### config.mk
export PLATFORM = sky130hd
export DESIGN_NAME = led_matrix_column_scanner
export DESIGN_NICKNAME = d
export VERILOG_FILES = /design/src/rtl/led_matrix_column_scanner.sv
export SDC_FILE = /design/constraint.sdc
export NUM_CORES = 1
export LEC_CHECK = 0
export BUFFER_PORTS_ARGS = -buffer_cell sky130_fd_sc_hd__buf_2
export CORE_UTILIZATION = 51
export DETAILED_ROUTE_END_ITERATION = 8
export HOLD_SLACK_MARGIN = 0.1
export PLACE_DENSITY = 0.85
export SLEW_MARGIN = 20
export SYNTH_ARGS = -nofsm -noshare
export SYNTH_HDL_FRONTEND = slang
export SYNTH_SLANG_ARGS = --single-unit
### constraint.sdc
create_clock -name clk -period 2.5 [get_ports clk]
set_input_delay 0.25 -clock clk [delete_from_list [all_inputs] [get_ports clk]]
set_output_delay 0.25 -clock clk [all_outputs]
set_load 0.05 [all_outputs]
### src/rtl/led_matrix_column_scanner.sv
// Column scanner for the 5x7 status matrix.
// Double-buffered frame, dead-time between columns, registered outputs.
module led_matrix_column_scanner #(
    parameter int COLS        = 5,
    parameter int ROWS        = 7,
    parameter int CLK_DIV     = 50000,
    parameter int DEAD_CYCLES = 2
) (
    input  logic                   clk,
    input  logic                   rst_n,
    input  logic                   enable,
    input  logic [COLS*ROWS-1:0]   frame_data,
    output logic [COLS-1:0]        col_sel,
    output logic [ROWS-1:0]        row_out,
    output logic                   frame_start
);

    // One counter times both phases, so it must hold the longer one.
    localparam int PMAX = (CLK_DIV > DEAD_CYCLES) ? CLK_DIV : DEAD_CYCLES;
    localparam int PW   = $clog2(PMAX + 1);
    localparam int CW   = (COLS > 1) ? $clog2(COLS) : 1;

    localparam logic [PW-1:0] DRIVE_LAST = PW'(CLK_DIV - 1);
    localparam logic [PW-1:0] DEAD_LAST  =
        PW'((DEAD_CYCLES > 0) ? DEAD_CYCLES - 1 : 0);
    localparam logic [CW-1:0] COL_LAST   = CW'(COLS - 1);
    localparam bit            HAS_DEAD   = (DEAD_CYCLES > 0);

    typedef enum logic [1:0] {
        IDLE  = 2'd0,
        DEAD  = 2'd1,
        DRIVE = 2'd2
    } state_t;

    state_t                 state, state_n;
    logic [PW-1:0]          pre, pre_n;
    logic [CW-1:0]          idx, idx_n;
    logic [COLS*ROWS-1:0]   shadow, shadow_n;
    logic                   load;
    logic [COLS-1:0]        col_n;
    logic [ROWS-1:0]        row_n;
    state_t                 gap_state;

    assign gap_state = HAS_DEAD ? DEAD : DRIVE;

    always_ff @(posedge clk or negedge rst_n) begin
        if (!rst_n) begin
            state  <= IDLE;
            pre    <= '0;
            idx    <= '0;
            shadow <= '0;
        end else begin
            state  <= state_n;
            pre    <= pre_n;
            idx    <= idx_n;
            shadow <= shadow_n;
        end
    end

    always_comb begin
        state_n = state;
        pre_n   = pre;
        idx_n   = idx;
        load    = 1'b0;
        if (!enable) begin
            state_n = IDLE;
            pre_n   = '0;
            idx_n   = '0;
        end else begin
            unique case (state)
                IDLE: begin
                    load    = 1'b1;
                    idx_n   = '0;
                    pre_n   = '0;
                    state_n = gap_state;
                end
                DEAD: begin
                    if (pre == DEAD_LAST) begin
                        pre_n   = '0;
                        state_n = DRIVE;
                    end else begin
                        pre_n = pre + 1'b1;
                    end
                end
                DRIVE: begin
                    if (pre == DRIVE_LAST) begin
                        pre_n   = '0;
                        state_n = gap_state;
                        // Last column: wrap and swap in the next frame.
                        if (idx == COL_LAST) begin
                            idx_n = '0;
                            load  = 1'b1;
                        end else begin
                            idx_n = idx + 1'b1;
                        end
                    end else begin
                        pre_n = pre + 1'b1;
                    end
                end
                default: begin
                    state_n = IDLE;
                    pre_n   = '0;
                    idx_n   = '0;
                end
            endcase
        end
    end

    assign shadow_n = load ? frame_data : shadow;

    // Outputs are decoded from the next state so they can be registered.
    always_comb begin
        col_n = '1;
        row_n = '0;
        if (state_n == DRIVE) begin
            col_n[idx_n] = 1'b0;
            row_n        = shadow_n[int'(idx_n)*ROWS +: ROWS];
        end
    end

    always_ff @(posedge clk or negedge rst_n) begin
        if (!rst_n) begin
            col_sel     <= '1;
            row_out     <= '0;
            frame_start <= 1'b0;
        end else begin
            col_sel     <= col_n;
            row_out     <= row_n;
            frame_start <= load;
        end
    end

endmodule

# ---- Yosys cells after proc, flatten, opt, wreduce, memory -nomap -nowiden
# Index checks and enable logic that the tools add are counted.
dict set report word_totals {
  regBits 69
  inputBits 38
  output_inout_bits 13
  wordCells 43
}
dict set report classes {
  addsub 2
  multipliers 1
  n_lt_le_gt_ge 2
  eq_ne 6
  n_shift 1
  n_mux 21
  bitwise_logic 1
  reduce_logical 2
}
# cell n
set op_table {}
lappend op_table {{two-way mux 16 bit} 3}
lappend op_table {{two-way mux 35 bit} 1}
lappend op_table {{variable part select 35 x 7 -> 7 bit} 1}
lappend op_table {{one-hot mux 16 bit (2 select lines)} 1}
lappend op_table {{adder 16 x 1 -> 16 bit, second input constant} 1}
lappend op_table {{equality test 16 x 1 -> 1 bit, second input constant} 1}
lappend op_table {{equality test 16 bit, second input constant} 1}
lappend op_table {{two-way mux 3 bit} 3}
lappend op_table {{two-way mux 7 bit} 1}
lappend op_table {{multiplier 3 x 3 -> 6 bit, second input constant} 1}
lappend op_table {{two-way mux 2 bit} 3}
lappend op_table {{one-hot mux 2 bit (3 select lines)} 1}
lappend op_table {{one-hot mux 3 bit (2 select lines)} 1}
lappend op_table {{two-way mux 5 bit} 1}
lappend op_table {{inverter 5 bit} 1}
lappend op_table {{equality test 2 bit, second input constant} 2}
lappend op_table {{< comparator 3 x 4 -> 1 bit, second input constant} 1}
lappend op_table {{two-way mux 1 bit} 4}
lappend op_table {{adder 3 x 1 -> 3 bit, second input constant} 1}
lappend op_table {{demux 1 bit (select 3 bit)} 1}
lappend op_table {{equality test 3 bit, second input constant} 1}
lappend op_table {{greater-or-equal comparator 3 x 1 -> 1 bit, second input constant} 1}
lappend op_table {{equality test 2 x 1 -> 1 bit, second input constant} 1}
lappend op_table {{logical NOT 2 bit} 1}
lappend op_table {{2 further kinds} 2}

# ---- Longest topological paths before layout
# Gate-level depths: netlist of run 1.
dict set report logic_depth {
  ltp_word 11
  depth_mapped 11
  depth_no_buf 9
}

# ---- Least setup slack after synthesis of run 1
# Ideal clock, no wire load.
dict set report synth_path {
  path_type {flip-flop to flip-flop}
  from {register pre[0]}
  to {register row_out[6]}
  setup_time_ps 122
  arrival_time_ps 2483
  required_time_ps 2378
  setup_slack_ps -104
  path_stages_with_launch 10
  synth_period_minus_slack_ps 2604
  cell_sequence {dfrtp_1 ha_1 nand3_2 or3_4 o41ai_4 buf_6 mux2_2 mux2i_1 nand2_1 a32o_1}
}
dict set report synth_via {
  elab_chain_cells 7
  word_cells_on_any_way 17
}
# item line
set synth_lines {}
lappend synth_lines {{start, declared} 36} ;# logic [PW-1:0] pre, pre_n;
lappend synth_lines {{start signal, assigned} 54} ;# pre <= pre_n;
lappend synth_lines {{equality test 16 bit} 86} ;# if (pre == DRIVE_LAST) begin
lappend synth_lines {{two-way mux 1 bit} 86}
lappend synth_lines {{one-hot mux 1 bit (2 select lines)} 70} ;# unique case (state)
lappend synth_lines {{two-way mux 1 bit} 65} ;# if (!enable) begin
lappend synth_lines {{two-way mux 35 bit} 109} ;# assign shadow_n = load ? frame_data : shadow;
lappend synth_lines {{named net shadow_n[13]} 38} ;# logic [COLS*ROWS-1:0] shadow, shadow_n;
lappend synth_lines {{variable part select 35 x 7 -> 7 bit} 117} ;# row_n = shadow_n[int'(idx_n)*ROWS +: ROWS];
lappend synth_lines {{two-way mux 7 bit} 115} ;# if (state_n == DRIVE) begin
lappend synth_lines {{named net row_n[6]} 41} ;# logic [ROWS-1:0] row_n;
lappend synth_lines {{end signal, assigned} 128} ;# row_out <= row_n;
lappend synth_lines {{end, declared} 14} ;# output logic [ROWS-1:0] row_out,
# The timed path passes the listed nets, and every way through them passes these cells.

# ---- Worst setup path after layout of run 1
dict set report layout_path {
  from {register pre[1]}
  to {register row_out[2]}
}
# The elaborated chain is that of the path after synthesis.

==> metrics.md, run 1 <==
| Metric | Value |
|---|---|
| Global router's overall resource usage | 26.27% |
| Logic pwr share | 19.8% |
| Reg power frac | 45.7% |
| DP Area | 3910 µm² |
| HP Class | in2reg |
| Tot Pwr | 2.863 mW |
| Largest net degree at the start of global routing | 41 |
| Switching share of power | 25.95% |
| CTS HTree Levels | 3 |
| Register-to-register setup slack | -0.06 ns |
| Syn_area_per_cell | 11.16 µm² |
| I/O Pins | 51 |
| Unrepaired setup endpoints after global routing | yes |
| Die Span X | 82.91 µm |
| Post-Syn Instances | 299 |
| Syn nets | 345 |
| Failing checks | negative setup slack |
| Via/cell ratio | 5.789 |
| Cell Pwr Density | 654.6 nW/µm² |
| Port bufs | 50 |
| Worst Hold End | shadow[17] |
| Maximum clock path buffer count | 2 |
| Initial core utilization | 52.57% |
| Critical path peak fanout | 6 |
| DRT Wirelength | 8.923 mm |
| Max Slew Vio Count | 0 |
| Hold Startpoint | frame_data[17] |
| CP arrival | 2.80 ns |
| FP Rows | 29 |
| NumNets Final | 438 |
| Slew HR | 60.62% |
| Clock power frac | 34.5% |
| Fin area | 4374 µm² |
| Worst Tran Pin Value | 0.5893 ns |
| Final min period | 2.558 ns |
| Die area | 6873 µm² |
| Final worst-path setup slack | -0.05838 ns |
| CTS tree | done |
| Vias in the first global route | 2925 |
| Reg2Reg Depth | 10 |
| # setup viols final | 7 |
| Peak VDD IR | 0.5445 mV |
| Wire per inst | 18.82 µm |
| Max-Cap Viols | 0 |
| Ant. Diodes | 0 |
| Number of buffers created by CTS | 9 |
| RD Place Congestion | 0.8840 |
| Clock-pin slew on the worst setup and hold paths | 0.08 ns |
| Clk root buf | clkbuf_8 |
| Clk Latency, worst-skew pair | 0.35 ns |
| CP startpoint kind | flip-flop |
| Worst Skew | 0.01604 ns |
| Hold Path Depth | 3 |
| TritonRoute pass-1 iters | 5 |
| Setup crit end kind | flip-flop |
| Post-synth EDFFs | 0 |
| Mapped Area | 3338 µm² |
| Synth warn | 0 |
| Die Ht | 82.91 µm |
| Final hold vios | 0 |
| Setup CP Type | reg2reg |
| Distinct cells, synth | 51 |
| Ratio of cells with drive above 1 in the final layout | 42.57% |
| Fraction of registers with async set or reset after synthesis | 100.0% |
| NetSw | 0.7431 mW |
| Post-route ant nets | 0 |
| Synth Register Bits | 69 |
| Drt drc | 0 |
| Overflow after GRT | 0 |
| Status | finished, violations left |
| Initial antenna violation count | 0 |
| DRT iter0 DRCs | 277 |
| Worst EP required | 2.74 ns |
| Sequential share of the synthesized area | 51.91% |
| First-pass GRT wire length | 13.99 mm |
| Area Overhead vs Synth | 31.03% |
| R2R Path End | row_out[2] |
| Int Pwr | 2.120 mW |
| Leakage dissipation | 2.077 nW |
| CTS sink cnt | 69 |
| Top_reg_cell synth | dfrtp_1 |
| Routed vias | 2744 |
| Reg2reg start | pre[1] |
| Dpl hpwl | 5.548 mm |
| Final Cycle Share | 102.3% |
| FMAX | 390.9 MHz |
| Core box area | 6350 µm² |
==> routing by layer <==
metal	share of wire (%)	up-vias	GRT usage, %
li1	-	1230	-
met5	0	-	0
met3	5.6	25	5.666
met1	41	1367	31.93
met4	2.5	0	14.26
met2	51	122	43.67
==> synthesized netlist by cell type (5+ instances only) <==
cell type | number | area share, %
a32o_1 | 5 | 1.5
buf_2 | 5 | 0.75
dfrtp_1 | 64 | 48
dfstp_2 | 5 | 3.9
ha_1 | 8 | 3.0
inv_1 | 9 | 1.0
mux2_2 | 28 | 9.4
mux2i_1 | 7 | 2.1
nand2_1 | 36 | 4.0
nand2b_1 | 6 | 1.1
nand3_1 | 15 | 2.2
nor2_1 | 29 | 3.3
nor3_1 | 9 | 1.3
xnor2_1 | 5 | 1.3
xor2_1 | 8 | 2.1
==> worst max-delay path by stage <==
stage	from	end	slack [ns]
global route	pre[1]	row_out[2]	-0.18
finish	pre[1]	row_out[2]	-0.06
CTS	pre[1]	row_out[4]	-0.03
detailed placement	pre[0]	row_out[0]	-0.11
global placement	pre[1]	row_out[0]	0.03
floorplan	pre[7]	row_out[6]	0.004
==> critical path, cell delays in order (launching register included) <==
cell and delay, ns:
dfrtp_1 0.38, ha_2 0.20, nand3_2 0.09, or3_4 0.36, o41ai_4 0.24, buf_6 0.22, buf_16 0.13, mux2_2 0.34
nor3_1 0.18, nor2_1 0.08, a32o_1 0.24
==> per-stage QoR <==
stage	setup TNS, ns	setup WS (ns)	utilization, %	hold WS [ns]	instances
5_1_grt	-0.9224	-0.1785	68.89	0.1209	474
4_1_cts	-0.05747	-0.03207	67.47	0.1117	473
3_3_place_gp	0	0.02696	61.58	0.3210	451
3_5_place_dp	-0.5586	-0.1136	61.58	0.3322	451
2_1_floorplan	0	0.003768	-	-0.04559	299
6_report	-0.2594	-0.05838	68.89	0.1223	474
==> repair_timing <==
action,4_1_cts,5_1_grt
pin swaps,4,6
setup endpoints to repair,7,8
resized for setup,22,14
endpoints found under the hold margin,34,0
hold buffers,1,0
cloned,1,1
buffers inserted,4,0
==> placed cells by master (no fill, tap or decap), types with 5 or more instances in the layout <==
cell type  synthesis  final
nand3_1           15     15
a32o_1             5      5
inv_1              9      8
xor2_1             8      8
ha_1               8      7
clkbuf_8           0      9
buf_4              1     38
nor3_1             9      5
mux2i_1            7      7
mux2_4             2     18
nand2_1           36     36
nor2_1            29     29
dfrtp_1           64     64
xnor2_1            5      5
nand2b_1           6      5
buf_2              5     50
dfstp_2            5      5
mux2_2            28     12
==> kinds of logic (layout without fill, tap and decap cells) <==
logic type | after synthesis | in the layout | share of synthesized area, %
multiplexers | 37 | 37 | 12.44
adder cells (fa/ha/maj) | 8 | 8 | 2.999
AND/OR/NAND/NOR | 122 | 122 | 18.70
XOR/XNOR | 13 | 13 | 3.411
flip-flops | 69 | 69 | 51.91
buffers and inverters | 22 | 120 | 3.560
AO/OA/AOI/OAI | 28 | 28 | 6.972
==> power groups by stage <==
stage               Combinational [mW]  Sequential (mW)  Clock [mW]
floorplan                        0.295             1.31           0
global placement                 0.418             1.31           0
detailed placement               0.439             1.32           0
CTS                              0.517             1.30       0.997
global route                     0.604             1.32        1.05
finish                           0.567             1.31       0.989
==> sequential cells by signal, indices dropped and copies added, names as in the netlist <==
register	count
shadow	35
frame_start	1
idx	3
state	2
row_out	7
col_sel	5
pre	16
==> layout make-up <==
cell class / instances / area (µm²)
inverter: 9 / 33.78
clock inverter: 6 / 87.58
multi-input combinational: 208 / 1635
timing repair buffer: 95 / 660.6
sequential: 69 / 1733
tap: 77 / 96.34
clock buffer: 10 / 127.6
fill: 425 / 1976
No activity file was read; power rests on OpenSTA's default activity.
==> inputs of run 2 (changes only) <==
--- a/config.mk
+++ b/config.mk
@@ -6,10 +6,11 @@
 export NUM_CORES = 1
 export LEC_CHECK = 0
 export BUFFER_PORTS_ARGS = -buffer_cell sky130_fd_sc_hd__buf_2
-export CORE_UTILIZATION = 51
+export CORE_UTILIZATION = 53
+export CTS_BUF_LIST = sky130_fd_sc_hd__clkbuf_8
 export DETAILED_ROUTE_END_ITERATION = 8
 export HOLD_SLACK_MARGIN = 0.1
-export PLACE_DENSITY = 0.85
+export PLACE_DENSITY = 0.87
 export SLEW_MARGIN = 20
 export SYNTH_ARGS = -nofsm -noshare
 export SYNTH_HDL_FRONTEND = slang
==> run 2 against run 1 <==
  * Largest power group unchanged
  * Combinational power is 4.8% lower
  * Final cell count is 0.21% higher
  * Sequential share of layout area is 0.90 points higher
  * Clock-buffer cell count is 1 lower
  * Sequential cell count stayed put
  * The run still ends with negative setup slack left
  * Die area is 3.7% lower
  * Global-route usage is 2.0 points higher
==> metrics.md, run 2 (synthesis gave the netlist of run 1 again) <==
| Metric | Value |
|---|---|
| Status | finished, violations left |
| Failing checks | negative setup slack |
| Worst path slowest cell | dfrtp_1 |
| FP Rows | 28 |
| Initial antenna violation count | 0 |
| Final worst-path setup slack | -0.1225 ns |
| Most common cell after layout, fill and taps aside | dfrtp_1 |
| Post-route ant nets | 0 |
| Worst EP required | 2.76 ns |
| Critical path peak fanout | 8 |
| Ant. Diodes | 0 |
| Maximum clock path buffer count | 2 |
| DRT Wirelength | 9.057 mm |
| # setup viols final | 7 |
| FMAX | 381.3 MHz |
| Die Span X | 81.37 µm |
| Port bufs | 50 |
| Crit path max-delay family | simple AND/OR/NAND/NOR gates |
| Unrepaired setup endpoints after global routing | yes |
| Top flop regs | shadow (35), pre (16), row_out (7) |
| Setup CP Type | reg2reg |
| Global router's overall resource usage | 28.30% |
| I/O Pins | 51 |
| Routed vias | 2837 |
| Dpl ws | -0.07901 ns |
| Largest net degree at the start of global routing | 70 |
| Reg2Reg Depth | 10 |
| Critical path buffers and inverters | 2 |
| Slew HR | 63.77% |
| Number of buffers created by CTS | 9 |
| Largest Register | shadow |
| Tot Pwr | 2.675 mW |
| Final min period | 2.623 ns |
| Die Ht | 81.37 µm |
| Vias in the first global route | 2857 |
| First-pass GRT wire length | 13.68 mm |
| Leakage dissipation | 2.028 nW |
| Overflow after GRT | 0 |
| Register-to-register setup slack | -0.12 ns |
| Worst Tran Pin Value | 0.5422 ns |
| CTS HTree Levels | 3 |
| Core box area | 5991 µm² |
| Initial core utilization | 55.72% |
| Clock-pin slew on the worst setup and hold paths | 0.09 ns |
| Max Slew Vio Count | 0 |
| Final Cycle Share | 104.9% |
| Max-Cap Viols | 0 |
| HP Class | in2reg |
| Dpl hpwl | 5.621 mm |
| TritonRoute pass-1 iters | 5 |
| Die area | 6620 µm² |
| Cell Pwr Density | 625.4 nW/µm² |
| CP cell instances | ha_2 -> nand3_2 -> or3_4 -> o41ai_4 -> buf_6 -> clkbuf_16 -> mux2_4 -> mux2i_1 -> nand2_1 -> a32o_1 |
| Beginning of the critical path | pre[1] |
| Via/cell ratio | 5.973 |
| Hold slack | 0.1136 ns |
| Fin area | 4277 µm² |
| CP arrival | 2.88 ns |
| Largest register FFs | 35 |
| Ratio of cells with drive above 1 in the final layout | 42.00% |
| CTS tree | done |
| Area Overhead vs Synth | 28.11% |
| Final hold vios | 0 |
| DP Area | 3908 µm² |
| RD Place Congestion | 0.8703 |
| CP startpoint kind | flip-flop |
| Commonest non-fill, non-tap cells in the layout | dfrtp_1 (64), buf_2 (50), buf_4 (42) |
| Clk Latency, worst-skew pair | 0.36 ns |
| DRT iter0 DRCs | 233 |
| Clk root buf | clkbuf_8 |
| CP Depth | 10 |
| Worst Skew | 0.01708 ns |
| Reg2reg start | pre[1] |
| R2R Path End | row_out[1] |
| Setup crit end kind | flip-flop |
| Peak VDD IR | 0.4834 mV |
| Slowest cell delay on critical path | 0.37 ns |
| Drt drc | 0 |
| Wire per inst | 19.07 µm |
| CP Capture Point | row_out[1] |
| CTS sink cnt | 69 |
| NumNets Final | 441 |
| Fin Setup TNS | -0.3981 ns |
==> run 2: cell count changes in the layout (fill, tap and decap cells not counted), sizes merged <==
cell | before | now
bufinv | 2 | 0
clkbuf | 11 | 10
clkinv | 3 | 2
buf | 93 | 96
clkinvlp | 0 | 3
inv | 10 | 11
==> run 2: timing repair <==
item / CTS / global route
setup buffers: 3 / 5
hold buffers: 1 / 0
endpoints found under the setup margin: 7 / 7
gates cloned: 1 / 1
resized for setup: 10 / 12
endpoints found under the hold margin: 64 / 0
pin swaps: 0 / 1
==> run 2: worst min-delay path, cell delays in order <==
cell     delay [ns]
buf_2          0.08
nand2_1        0.05
nand2_1        0.05
==> run 2: how the worst min path moves through the flow <==
stage	from	endpoint	slack (ns)	depth (start not counted)
floorplan	rst_n	frame_start	-0.05	0
global placement	rst_n	pre[14]	0.29	2
detailed placement	rst_n	pre[1]	0.30	2
CTS	frame_data[20]	shadow[20]	0.11	3
global route	frame_data[20]	shadow[20]	0.12	3
finish	frame_data[20]	shadow[20]	0.11	3
==> run 2: layer usage <==
metal / vias to the layer above / global-route usage, % / wire length [µm] / share of wire (%)
met5: - / 0 / 0 / 0
li1: 1234 / - / - / -
met1: 1410 / 34.65 / 3493 / 39
met3: 40 / 6.854 / 608 / 6.7
met4: 0 / 14.82 / 399 / 4.4
met2: 153 / 46.08 / 4555 / 50
==> run 2: area by class of cell <==
class / count / area, µm²
Sequential cell: 69 / 1733
Tap cell: 75 / 93.84
Timing Repair Buffer: 98 / 671.9
Clock buffer: 9 / 123.9
Clock inverter: 7 / 50.05
Inverter: 9 / 33.78
Fill cell: 382 / 1714
Multi-Input combinational cell: 208 / 1570
==> run 2: where the power goes <==
part / total (mW) / switching (mW) / leakage (nW) / internal [mW]
Combinational: 0.540 / 0.262 / 1.08 / 0.278
Sequential: 1.31 / 0.0521 / 0.866 / 1.25
Clock: 0.828 / 0.466 / 0.0820 / 0.362
Total: 2.67 / 0.780 / 2.03 / 1.89
==> run 2: stage by stage <==
step | util (%) | instances
after CTS | 69.95 | 470
final | 71.39 | 475
after detailed placement | 65.23 | 449
after global routing | 71.39 | 475
after global placement | 65.23 | 449
after floorplan | - | 299
